`src/rtl/afilter_sched.sv`:
```
// Run scheduler for the afilter_siso datapath: issues run strobes periodically or on trigger,
// captures the filter result and keeps saturating overrun/clip/timeout counters.
module afilter_sched #(
  parameter int PW = 16,
  parameter int TW = 8,
  parameter int DW = 18
) (
  input  logic                 clk,
  input  logic                 reset_n,
  input  logic                 enable,
  input  logic [PW-1:0]        period,
  input  logic [TW-1:0]        timeout,
  input  logic                 ext_trig,
  input  logic                 clear_cnts,
  output logic                 run_filter,
  input  logic                 filter_done,
  input  logic signed [DW-1:0] y_in,
  input  logic                 res_clip,
  output logic signed [DW-1:0] y_hold,
  output logic                 y_valid,
  output logic                 busy,
  output logic [7:0]           overrun_cnt,
  output logic [7:0]           clip_cnt,
  output logic [7:0]           timeout_cnt
);

  typedef enum logic {S_IDLE, S_WAIT} state_t;

  state_t        state, state_nxt;
  logic [PW-1:0] pcnt, pcnt_nxt;
  logic [TW-1:0] tcnt, tcnt_nxt;
  logic          tick;
  logic          run_nxt, busy_nxt, vld_nxt, cap;
  logic          ovr_inc, clip_inc, tmo_inc;

  function automatic logic [7:0] sat_inc(input logic [7:0] v, input logic inc);
    if (inc && (v != 8'hFF)) return v + 8'd1;
    return v;
  endfunction

  // Tick source: period counter when period>0, gated external trigger otherwise
  always_comb begin
    pcnt_nxt = pcnt;
    tick     = 1'b0;
    if (period == '0) begin
      pcnt_nxt = '0;
      tick     = ext_trig & enable;
    end else if (!enable) begin
      pcnt_nxt = period - PW'(1);
    end else if (pcnt == '0) begin
      tick     = 1'b1;
      pcnt_nxt = period - PW'(1);
    end else begin
      pcnt_nxt = pcnt - PW'(1);
    end
  end

  always_comb begin
    state_nxt = state;
    tcnt_nxt  = tcnt;
    run_nxt   = 1'b0;
    busy_nxt  = busy;
    vld_nxt   = 1'b0;
    cap       = 1'b0;
    ovr_inc   = 1'b0;
    clip_inc  = 1'b0;
    tmo_inc   = 1'b0;
    case (state)
      S_IDLE: begin
        if (tick) begin
          run_nxt   = 1'b1;
          busy_nxt  = 1'b1;
          tcnt_nxt  = timeout;
          state_nxt = S_WAIT;
        end
      end
      S_WAIT: begin
        // Ticks landing during an outstanding run are dropped, never queued
        ovr_inc = tick;
        if (filter_done) begin
          cap       = 1'b1;
          vld_nxt   = 1'b1;
          clip_inc  = res_clip;
          busy_nxt  = 1'b0;
          state_nxt = S_IDLE;
        end else if (timeout != '0) begin
          if (tcnt == TW'(1)) begin
            tmo_inc   = 1'b1;
            busy_nxt  = 1'b0;
            state_nxt = S_IDLE;
          end else begin
            tcnt_nxt = tcnt - TW'(1);
          end
        end
      end
      default: state_nxt = S_IDLE;
    endcase
  end

  always_ff @(posedge clk or negedge reset_n) begin
    if (!reset_n) begin
      state       <= S_IDLE;
      pcnt        <= '0;
      tcnt        <= '0;
      run_filter  <= 1'b0;
      busy        <= 1'b0;
      y_valid     <= 1'b0;
      y_hold      <= '0;
      overrun_cnt <= '0;
      clip_cnt    <= '0;
      timeout_cnt <= '0;
    end else begin
      state      <= state_nxt;
      pcnt       <= pcnt_nxt;
      tcnt       <= tcnt_nxt;
      run_filter <= run_nxt;
      busy       <= busy_nxt;
      y_valid    <= vld_nxt;
      if (cap) y_hold <= y_in;
      if (clear_cnts) begin
        overrun_cnt <= '0;
        clip_cnt    <= '0;
        timeout_cnt <= '0;
      end else begin
        overrun_cnt <= sat_inc(overrun_cnt, ovr_inc);
        clip_cnt    <= sat_inc(clip_cnt, clip_inc);
        timeout_cnt <= sat_inc(timeout_cnt, tmo_inc);
      end
    end
  end

endmodule
```
`config.mk`:
```
export PLATFORM = sky130hd
export DESIGN_NAME = afilter_sched
export DESIGN_NICKNAME = d
export VERILOG_FILES = /design/src/rtl/afilter_sched.sv
export SDC_FILE = /design/constraint.sdc
export NUM_CORES = 1
export LEC_CHECK = 0
export ABC_AREA = 1
export BUFFER_PORTS_ARGS = -buffer_cell sky130_fd_sc_hd__buf_2
export CAP_MARGIN = 20
export CORE_UTILIZATION = 25
export DETAILED_ROUTE_END_ITERATION = 16
export GPL_TIMING_DRIVEN = 0
export SLEW_MARGIN = 25
export SYNTH_ARGS = -nofsm -noshare
export SYNTH_HDL_FRONTEND = slang
export SYNTH_SLANG_ARGS = --single-unit
```
`constraint.sdc`:
```
create_clock -name clk -period 1.8 [get_ports clk]
set_input_delay 0.27 -clock clk [delete_from_list [all_inputs] [get_ports clk]]
set_output_delay 0.27 -clock clk [all_outputs]
set_load 0.05 [all_outputs]
```
-- Yosys cells after proc, flatten, opt, wreduce, memory -nomap -nowiden
Index checks and enable logic that the tools add are counted.
- $add $sub $neg: 6
- muxes and demuxes: 46
- reductions and logical operators: 11
- bitwise logic cells: 2
- equality and inequality tests: 10
- operators by type and width (kind ; count):
    two-way mux 8 bit ; 13
    two-way mux 16 bit ; 3
    logical NOT 16 bit ; 2
    subtractor 16 x 1 -> 16 bit (second input constant) ; 2
    two-way mux 1 bit ; 27
    adder 8 x 1 -> 8 bit (second input constant) ; 3
    != test 8 bit (second input constant) ; 3
    one-hot mux 8 bit (2 select lines) ; 1
    equality test 8 x 1 -> 1 bit (second input constant) ; 1
    nonzero test 8 bit ; 1
    subtractor 8 x 1 -> 8 bit (second input constant) ; 1
    != test 2 bit (second input constant) ; 3
    != test 3 x 2 -> 1 bit (second input constant) ; 2
    nonzero test 2 bit ; 3
    one-hot mux 1 bit (2 select lines) ; 2
    AND reduction 4 bit ; 1
    logical AND 1 bit ; 3
    AND reduction 3 bit ; 1
    != test 2 x 1 -> 1 bit (second input constant) ; 1
    bitwise AND 1 bit ; 1
    inverter 1 bit ; 1
- bits of input ports: 49
- register bits after elaboration: 70
- output and inout port bits: 45

-- Logic depth before layout (Yosys ltp)
Gate-level depths: netlist of the first run.
- word-level depth: 10
- gate-level depth with buffers: 13
- depth with buffers taken out: 12

-- Least setup slack after synthesis of the first run
No wires, ideal clock.
- kind: register to register
- from: reg clip_cnt[1]
- to: reg clip_cnt[7]
- data required time: 1.734 ns
- arrival: 1.668 ns
- slack: 0.066 ns
- setup time: 0.066 ns
- path buffers: 0
- stages on the path, launching flop included: 10
- cells stage by stage: dfrtp_1 > ha_1 > nand2_1 > nor2_1 > nand3_1 > nand3_1 > nand2_2 > inv_1 > nand2_1 > nand2_1
- longest elaborated chain between the ends: 5
- elaborated cells between the ends (all ways): 9
- those cells by class: add/sub: 1; eq/ne: 1; mux: 5; reduce/logical: 2
- ends and longest elaborated chain (what ; line ; source):
    start: declaration ; 23 ; output logic [7:0] clip_cnt,
    start signal: assignment ; 126 ; clip_cnt <= sat_inc(clip_cnt, clip_inc);
    parallel branches: the longest is 5 deep, another holds adder 8 x 1 -> 8 bit ; - ;
Parallel ways; which one is timed is not known. The select of a mux whose other input is x is not followed.
A chain may end at the register's enable or synchronous reset.

-- Worst setup path in the final report of the first run
- from: reg pcnt[1]
- to: reg pcnt[12]
- longest elaborated chain between the ends: 4
- elaborated cells between the ends (all ways): 5
- those cells by class: add/sub: 1; mux: 3; reduce/logical: 1
- ends and longest elaborated chain (what ; line ; source):
    start: declaration ; 30 ; logic [PW-1:0] pcnt, pcnt_nxt;
    start signal: assignment ; 114 ; pcnt <= pcnt_nxt;
    subtractor 16 x 1 -> 16 bit / logical NOT 16 bit (equally long branches) ; 54, 50 ;
    two-way mux 16 bit (*) ; 50 ; end else if (pcnt == '0) begin
    two-way mux 16 bit (*) ; 48 ; end else if (!enable) begin
    two-way mux 16 bit (*) ; 45 ; if (period == '0) begin
    named net pcnt_nxt[12] ; 30 ;
Mark *: on every way through the listed nets, which the timed path passes. The rest lies on a longest branch.

==> key figures, run 1 <==
Status
  • Status: finished clean

Setup path
  • Crit-path max FO: 10
  • Worst Setup End Kind: register
  • Max incr delay on CP: 0.36 ns
  • Worst EP required: 2.02 ns
  • FF-to-FF path depth: 12
  • Cell chain of the critical path: inv_1 -> ha_1 -> inv_1 -> nor2_1 -> nand2_1 -> nor2_1 -> nand2_2 -> nand2_4 -> buf_6 -> o21ai_0 -> nor2_1 -> nor2_1
  • CP max-delay cell: dfrtp_1
  • CP Launch Type: register
  • Crit-path most repeated cell: nor2_1
  • Crit path DAT: 1.85 ns
  • Critical path type: reg -> reg

Global route
  • Largest net degree at the start of global routing: 49
  • Vias in the first global route: 3764
  • Total grt overflow: 0
  • Antenna violations before repair: 0
  • GRT Resource Usage Total: 13.44%
  • First-pass GRT wire length: 18.77 mm

Timing
  • Final count of negative-setup-slack endpoints: 0
  • Fin. Hold Viols: 0
  • Post-route clock skew: 0.004614 ns
  • Fin crit share: 90.42%
  • Max Slew Vio Count: 0
  • Least-Margin Pin Slew: 0.5036 ns
  • RSZ-0062 raised after global routing: no
  • Tmin final: 1.627 ns
  • Fmax: 614.4 MHz
  • Slew margin rel.: 66.43%

Route
  • DR iter-0 viols: 198
  • Final WL: 11.29 mm
  • DRC: 0
  • Final ANT Viol Nets: 0
  • Detailed Routing Iterations Pass 1: 4
  • WL per Instance: 12.22 µm
  • Vias/cell: 4.342
  • Via count: 4012

Job
  • Max-Cap Viols: 0

Placement
  • Dpl hpwl: 8.351 mm
  • Post-placement cell count: 907
  • # port buffers: 92
  • Placer Congestion: 0.8044

Floorplan
  • Core area: 16640 µm²
  • FP Rows: 47
  • Die span in x: 132.9 µm
  • Die Span Y: 132.9 µm
  • # IOs: 94
  • Die outline area: 17650 µm²
  • Starting density of the core: 25.72%

Pwr
  • Switching power: 1.294 mW
  • Sequential Power Share: 42.2%
  • Sw frac: 30.63%
  • Worst vdd rail ir drop: 464.1 µV
  • Gate power share: 18.5%
  • Pwr dens: 788.8 nW/µm²
  • Leakage power: 2.846 nW
  • Power share of the clock group: 39.2%
  • Pint: 2.930 mW

Final layout
  • Sequential cell area: 1752 µm²
  • Multi-input combinational cell area: 2286 µm²
  • Layout Cells excl Fill: 924
  • Final nets: 757
  • Synth-to-layout area growth: 25.11%
  • Fillcell total: 1798
  • Final Util: 32.18%
  • # diodes: 0
  • Share of cells above drive strength 1: 21.02%

Clock network
  • H-tree depth: 3
  • Root Driver: clkbuf_16
  • Clk_lat worst skew: 0.33 ns
  • TritonCTS clock tree: yes
  • Clock tree buffer depth: 2
  • Post-CTS Setup Bufs: 0
  • Clk sink count: 70
  • TritonCTS Buffers: 9
  • Reg clk slew, reported paths: 0.06 ns

Logic synthesis
  • Ranking of synthesized cells by area: dfrtp_1 41%, nand2_1 17%, nor2_1 6.4%
  • Syn Area/Cell: 7.206 µm²
  • Gate Count Post-Synth: 594
  • Post-synthesis sequential area ratio: 40.92%
  • Post-synth top area cell: dfrtp_1
  • Seq cells post-synth: 70
  • Yosys top cell area share: 40.92%
  • Post-Syn Nets: 651
  • Netlist cell types: 31
  • Synthesized area: 4280 µm²
  • Number of synthesis warnings: 0

Hold path
  • HP Class: in -> reg
  • WHS Path Cells: 3
[cell usage in the layout (no fill, tap or decap), types with 3 or more instances in the layout]
| cell type | instances |
|---|---|
| nand2_2 | 8 |
| nand2_4 | 4 |
| nor2_1 | 73 |
| nand2_1 | 194 |
| a21oi_1 | 19 |
| nor2_4 | 3 |
| nand4_1 | 11 |
| nor2_2 | 9 |
| dfrtp_1 | 70 |
| ha_1 | 8 |
| xor2_1 | 21 |
| nand3_1 | 51 |
| clkbuf_1 | 8 |
| buf_2 | 93 |
| inv_1 | 51 |
| o21ai_0 | 22 |
| nor3_1 | 6 |
| buf_6 | 3 |
| inv_2 | 5 |
| xnor2_1 | 4 |
| nand3b_1 | 3 |
| o21ai_1 | 7 |
| clkbuf_16 | 9 |
[state kept, by name, summed over array words and instances (netlist names)]
name,count
busy,1
overrun_cnt,8
tcnt,8
state,1
clip_cnt,8
timeout_cnt,8
pcnt,16
y_hold,18
run_filter,1
y_valid,1
[synth_stat cells]
master / number
nand2_1: 194
nor2_1: 73
dfrtp_1: 70
inv_1: 52
nand3_1: 52
o21ai_0: 22
xor2_1: 21
a21oi_1: 20
nand4_1: 11
nor2_2: 9
ha_1: 8
nand2_2: 8
o21ai_1: 7
nor3_1: 6
clkbuf_1: 5
inv_2: 4
nand2_4: 4
xnor2_1: 4
buf_6: 3
nand3b_1: 3
nor2_4: 3
a31oi_1: 2
and2_1: 2
buf_2: 2
nand4_4: 2
or2_2: 2
and3_1: 1
nand3_2: 1
nor4_1: 1
o211ai_2: 1
o21bai_1: 1
[cell families (layout without fill, tap and decap cells)]
logic type | Yosys count | count (layout) | share of synthesized area, %
xor gates and xnor gates | 25 | 25 | 5.115
DFF | 70 | 70 | 40.92
buffers and inverters | 66 | 175 | 6.372
and+or+nand+nor | 372 | 373 | 38.76
AOI/OAI and AO/OA | 53 | 53 | 6.489
adders and majority gates | 8 | 8 | 2.339
[worst paths after layout]
path | endpoint | start | slack [ns]
max | pcnt[12] | pcnt[1] | 0.17
min | y_hold[5] | y_in[5] | 0.13
max reg2reg | pcnt[12] | pcnt[1] | 0.17
min reg2reg | y_hold[16] | y_hold[16] | 0.47
max in group asynchronous | clip_cnt[4] | reset_n | 0.85
min in group asynchronous | pcnt[7] | reset_n | 0.38
[layer usage]
metal  up-vias  GRT usage, %  routed length (µm)
met5         -             0                   0
met4         0         2.682                  66
met3         7         4.215                 522
met2        72         22.25                5338
met1      1828         17.14                5362
li1       2105             -                   -
[what timing repair did]
item / CTS / global route
setup endpoints to repair: 0 / 15
endpoints found under the hold margin: 22 / 0
gates resized for setup: 0 / 4
hold buffers: 1 / 0
[power groups by stage]
| stage | clock, mW | sequential, mW | combinational, mW |
|---|---|---|---|
| 6_report | 1.66 | 1.78 | 0.783 |
| 5_1_grt | 1.77 | 1.80 | 0.881 |
| 4_1_cts | 1.72 | 1.78 | 0.792 |
| 3_5_place_dp | 0 | 1.81 | 0.787 |
| 3_3_place_gp | 0 | 1.81 | 0.771 |
| 2_1_floorplan | 0 | 1.99 | 0.342 |
[critical path, delay by kind of cell, from the launching register on]
kind | cells | cell delay, ns
compound gates | 1 | 0.09
buf+inv | 3 | 0.28
flops | 1 | 0.36
simple gates | 7 | 0.63
fa+ha+maj | 1 | 0.15
[final cells by class]
cell class	count	share of cell area (%)
plain buffers	10	1.168
clock buffers	14	4.930
clock inverters	1	0.09346
inverters	56	3.925
multi-input cells	459	42.69
flip-flops and latches	70	32.71
well taps	220	5.140
repair buffers	94	9.346
[through the flow]
step                      hold WS (ns)  worst slack [ns]  total power, mW  instance area (µm²)  setup TNS (ns)
after floorplan               -0.02559           0.06562            2.329                 4280               0
after global placement          0.4578          -0.08923            2.579                 5016          -5.685
after detailed placement        0.2055           0.06457            2.596                 5046               0
after CTS                       0.1107            0.1121            4.297                 5325               0
after global routing            0.1196          0.003384            4.454                 5355               0
final                           0.1271            0.1725            4.224                 5355               0
No activity file was read; power rests on OpenSTA's default activity.
==> run 2: changes to the inputs <==
BUFFER_PORTS_ARGS = -buffer_cell sky130_fd_sc_hd__buf_4   (was -buffer_cell sky130_fd_sc_hd__buf_2)
==> key figures, run 2 (synthesized netlist as in run 1, its figures left out) <==
Clock network
  • Clk sink count: 70 (unchanged)
  • TritonCTS Buffers: 9 (unchanged)
  • TritonCTS clock tree: yes
  • Reg clk slew, reported paths: 0.06 ns (about the same)
  • Root Driver: clkbuf_16
  • CTS Hold Bufs: 0 (-1)
  • H-tree depth: 3 (unchanged)
  • Clk_lat worst skew: 0.34 ns (about the same)
  • Clock tree buffer depth: 2 (unchanged)

Route
  • Final WL: 11.36 mm (+0.66%)
  • DRC: 0 (unchanged)
  • Via count: 4017 (+0.12%)
  • Detailed Routing Iterations Pass 1: 6 (+2)
  • DR iter-0 viols: 156 (-21%)
  • Final ANT Viol Nets: 0 (unchanged)
  • WL per Instance: 12.31 µm (+0.76%)
  • Vias/cell: 4.352 (+0.23%)

Placement
  • # port buffers: 92 (unchanged)
  • Dpl hpwl: 8.259 mm (-1.1%)
  • Placer Congestion: 0.8208 (+2.0%)

Pwr
  • Gate power share: 19.3% (+0.8 points)
  • Leakage power: 2.863 nW (+0.60%)
  • Sequential Power Share: 41.5% (-0.7 points)
  • Power share of the clock group: 39.2% (about the same)
  • Pint: 3.040 mW (+3.8%)
  • Worst vdd rail ir drop: 425.9 µV (-8.2%)
  • Pwr dens: 775.4 nW/µm² (-1.7%)
  • Overall power: 4.316 mW (+2.2%)
  • Switching power: 1.276 mW (-1.4%)
  • Sw frac: 29.56% (-1.1 points)

Setup path
  • Worst EP required: 2.03 ns (about the same)
  • CP Launch Type: register
  • Crit-path max FO: 10 (unchanged)
  • Worst Setup End Kind: register
  • Critical path type: reg -> reg
  • Crit path DAT: 1.86 ns (about the same)

Status
  • Status: finished with violations
  • Failing checks: hold timing

Floorplan
  • Die outline area: 17650 µm² (unchanged)
  • FP Rows: 47 (unchanged)
  • Starting density of the core: 25.72% (unchanged)
  • Core area: 16640 µm² (unchanged)
  • # IOs: 94 (unchanged)
  • Die span in x: 132.9 µm (unchanged)
  • Die Span Y: 132.9 µm (unchanged)

Timing
  • Least-Margin Pin Slew: 0.6816 ns (+0.1780 ns)
  • Fin. Hold Viols: 70 (+70)
  • Tmin final: 1.634 ns (+0.006267 ns)
  • Final count of negative-setup-slack endpoints: 0 (unchanged)
  • Post-route clock skew: 0.006986 ns (+0.002371 ns)
  • Hold Slack: -0.04309 ns (-0.1702 ns)
  • Fin crit share: 90.76% (+0.35 points)
  • Max Slew Vio Count: 0 (unchanged)
  • Setup_tns: 0 ns (unchanged)
  • RSZ-0062 raised after global routing: yes
  • Slew margin rel.: 54.56% (-12 points)
  • Fmax: 612.1 MHz (-0.38%)

Final layout
  • Top reg by flops: y_hold
  • Final nets: 757 (unchanged)
  • Final Util: 33.45% (+1.3 points)
  • Synth-to-layout area growth: 30.05%
  • Fillcell total: 1799 (+0.056%)
  • # diodes: 0 (unchanged)
  • Largest registers: y_hold (18), pcnt (16)
  • Share of cells above drive strength 1: 21.48% (+0.46 points)
  • Commonest non-fill, non-tap cell in the layout: nand2_1
  • Max reg flops: 18 (unchanged)
  • Most frequent cells in the layout: 194 x nand2_1, 93 x buf_4, 71 x nor2_1

Global route
  • Vias in the first global route: 3902 (+3.7%)
  • GRT Resource Usage Total: 13.35% (-0.088 points)
  • Total grt overflow: 0 (unchanged)
  • Antenna violations before repair: 0 (unchanged)
  • Largest net degree at the start of global routing: 71 (+45%)
  • First-pass GRT wire length: 18.91 mm (+0.74%)

Job
  • Max-Cap Viols: 0 (unchanged)

Hold path
  • HP Class: in -> async
[run 2: changes by cell type in the layout (fill, tap and decap cells not counted), sizes merged]
cell         change
buf              +1
bufinv           +1
clkbuf           -2
dlygate4sd3      -1
[run 2: power groups by stage]
stage	registers (mW)	clock network (mW)	logic [mW]
6_report	1.79	1.69	0.833
3_5_place_dp	1.81	0	0.839
3_3_place_gp	1.81	0	0.832
4_1_cts	1.79	1.76	0.842
2_1_floorplan	1.99	0	0.342
5_1_grt	1.81	1.81	0.932
[run 2: area by class of cell]
type	count	area, µm²	share of cell area, %
Multi-Input combinational cell	459	2286	41.07
Sequential cell	70	1752	31.47
Timing Repair Buffer	94	709.4	12.74
Tap cell	220	275.3	4.945
Clock buffer	12	236.5	4.248
Inverter	56	210.2	3.776
Buffer	10	62.56	1.124
Clock inverter	2	35.03	0.6294
[run 2: critical path, stage by stage (launching register included)]
cell and delay [ns]:
dfrtp_1 0.37, inv_2 0.09, ha_1 0.15, inv_1 0.05, nor2_2 0.07, nand2_1 0.06, nor2_2 0.09, nand2_2 0.12
nand2_4 0.12, nand4_4 0.11, buf_6 0.17, nand3_1 0.07, nand2_1 0.06
[run 2: worst paths after layout]
path / startpoint / cells after the start / slack [ns] / end
setup / recovery: pcnt[0] / 12 / 0.17 / tcnt[6]
hold / removal: reset_n / 1 / -0.04 / pcnt[5]
setup reg to reg: pcnt[0] / 12 / 0.17 / tcnt[6]
hold reg to reg: y_hold[14] / 2 / 0.48 / y_hold[14]
max in group asynchronous: reset_n / 1 / 1.37 / overrun_cnt[0]
min in group clk: period[0] / 2 / 0.12 / pcnt[0]
[run 2: per-stage QoR]
step | worst slack [ns] | instances | area (µm²)
6_report | 0.1662 | 923 | 5567
5_1_grt | 0.0006515 | 923 | 5567
4_1_cts | 0.08566 | 920 | 5518
3_5_place_dp | 0.06704 | 906 | 5246
3_3_place_gp | 0.07485 | 906 | 5246
2_1_floorplan | 0.06562 | 594 | 4280
[run 2: per-layer routing]
layer | global-route usage (%) | up-vias | wire length, µm
met1 | 17.10 | 1839 | 5391
li1 | - | 2103 | -
met4 | 3.512 | 0 | 121
met5 | 0 | - | 0
met2 | 22.28 | 66 | 5370
met3 | 3.333 | 9 | 480
[run 2: timing repair]
item                                    4_1_cts  5_1_grt
resized for setup                             0        7
setup buffers                                 0        2
endpoints found under the setup margin        0       32
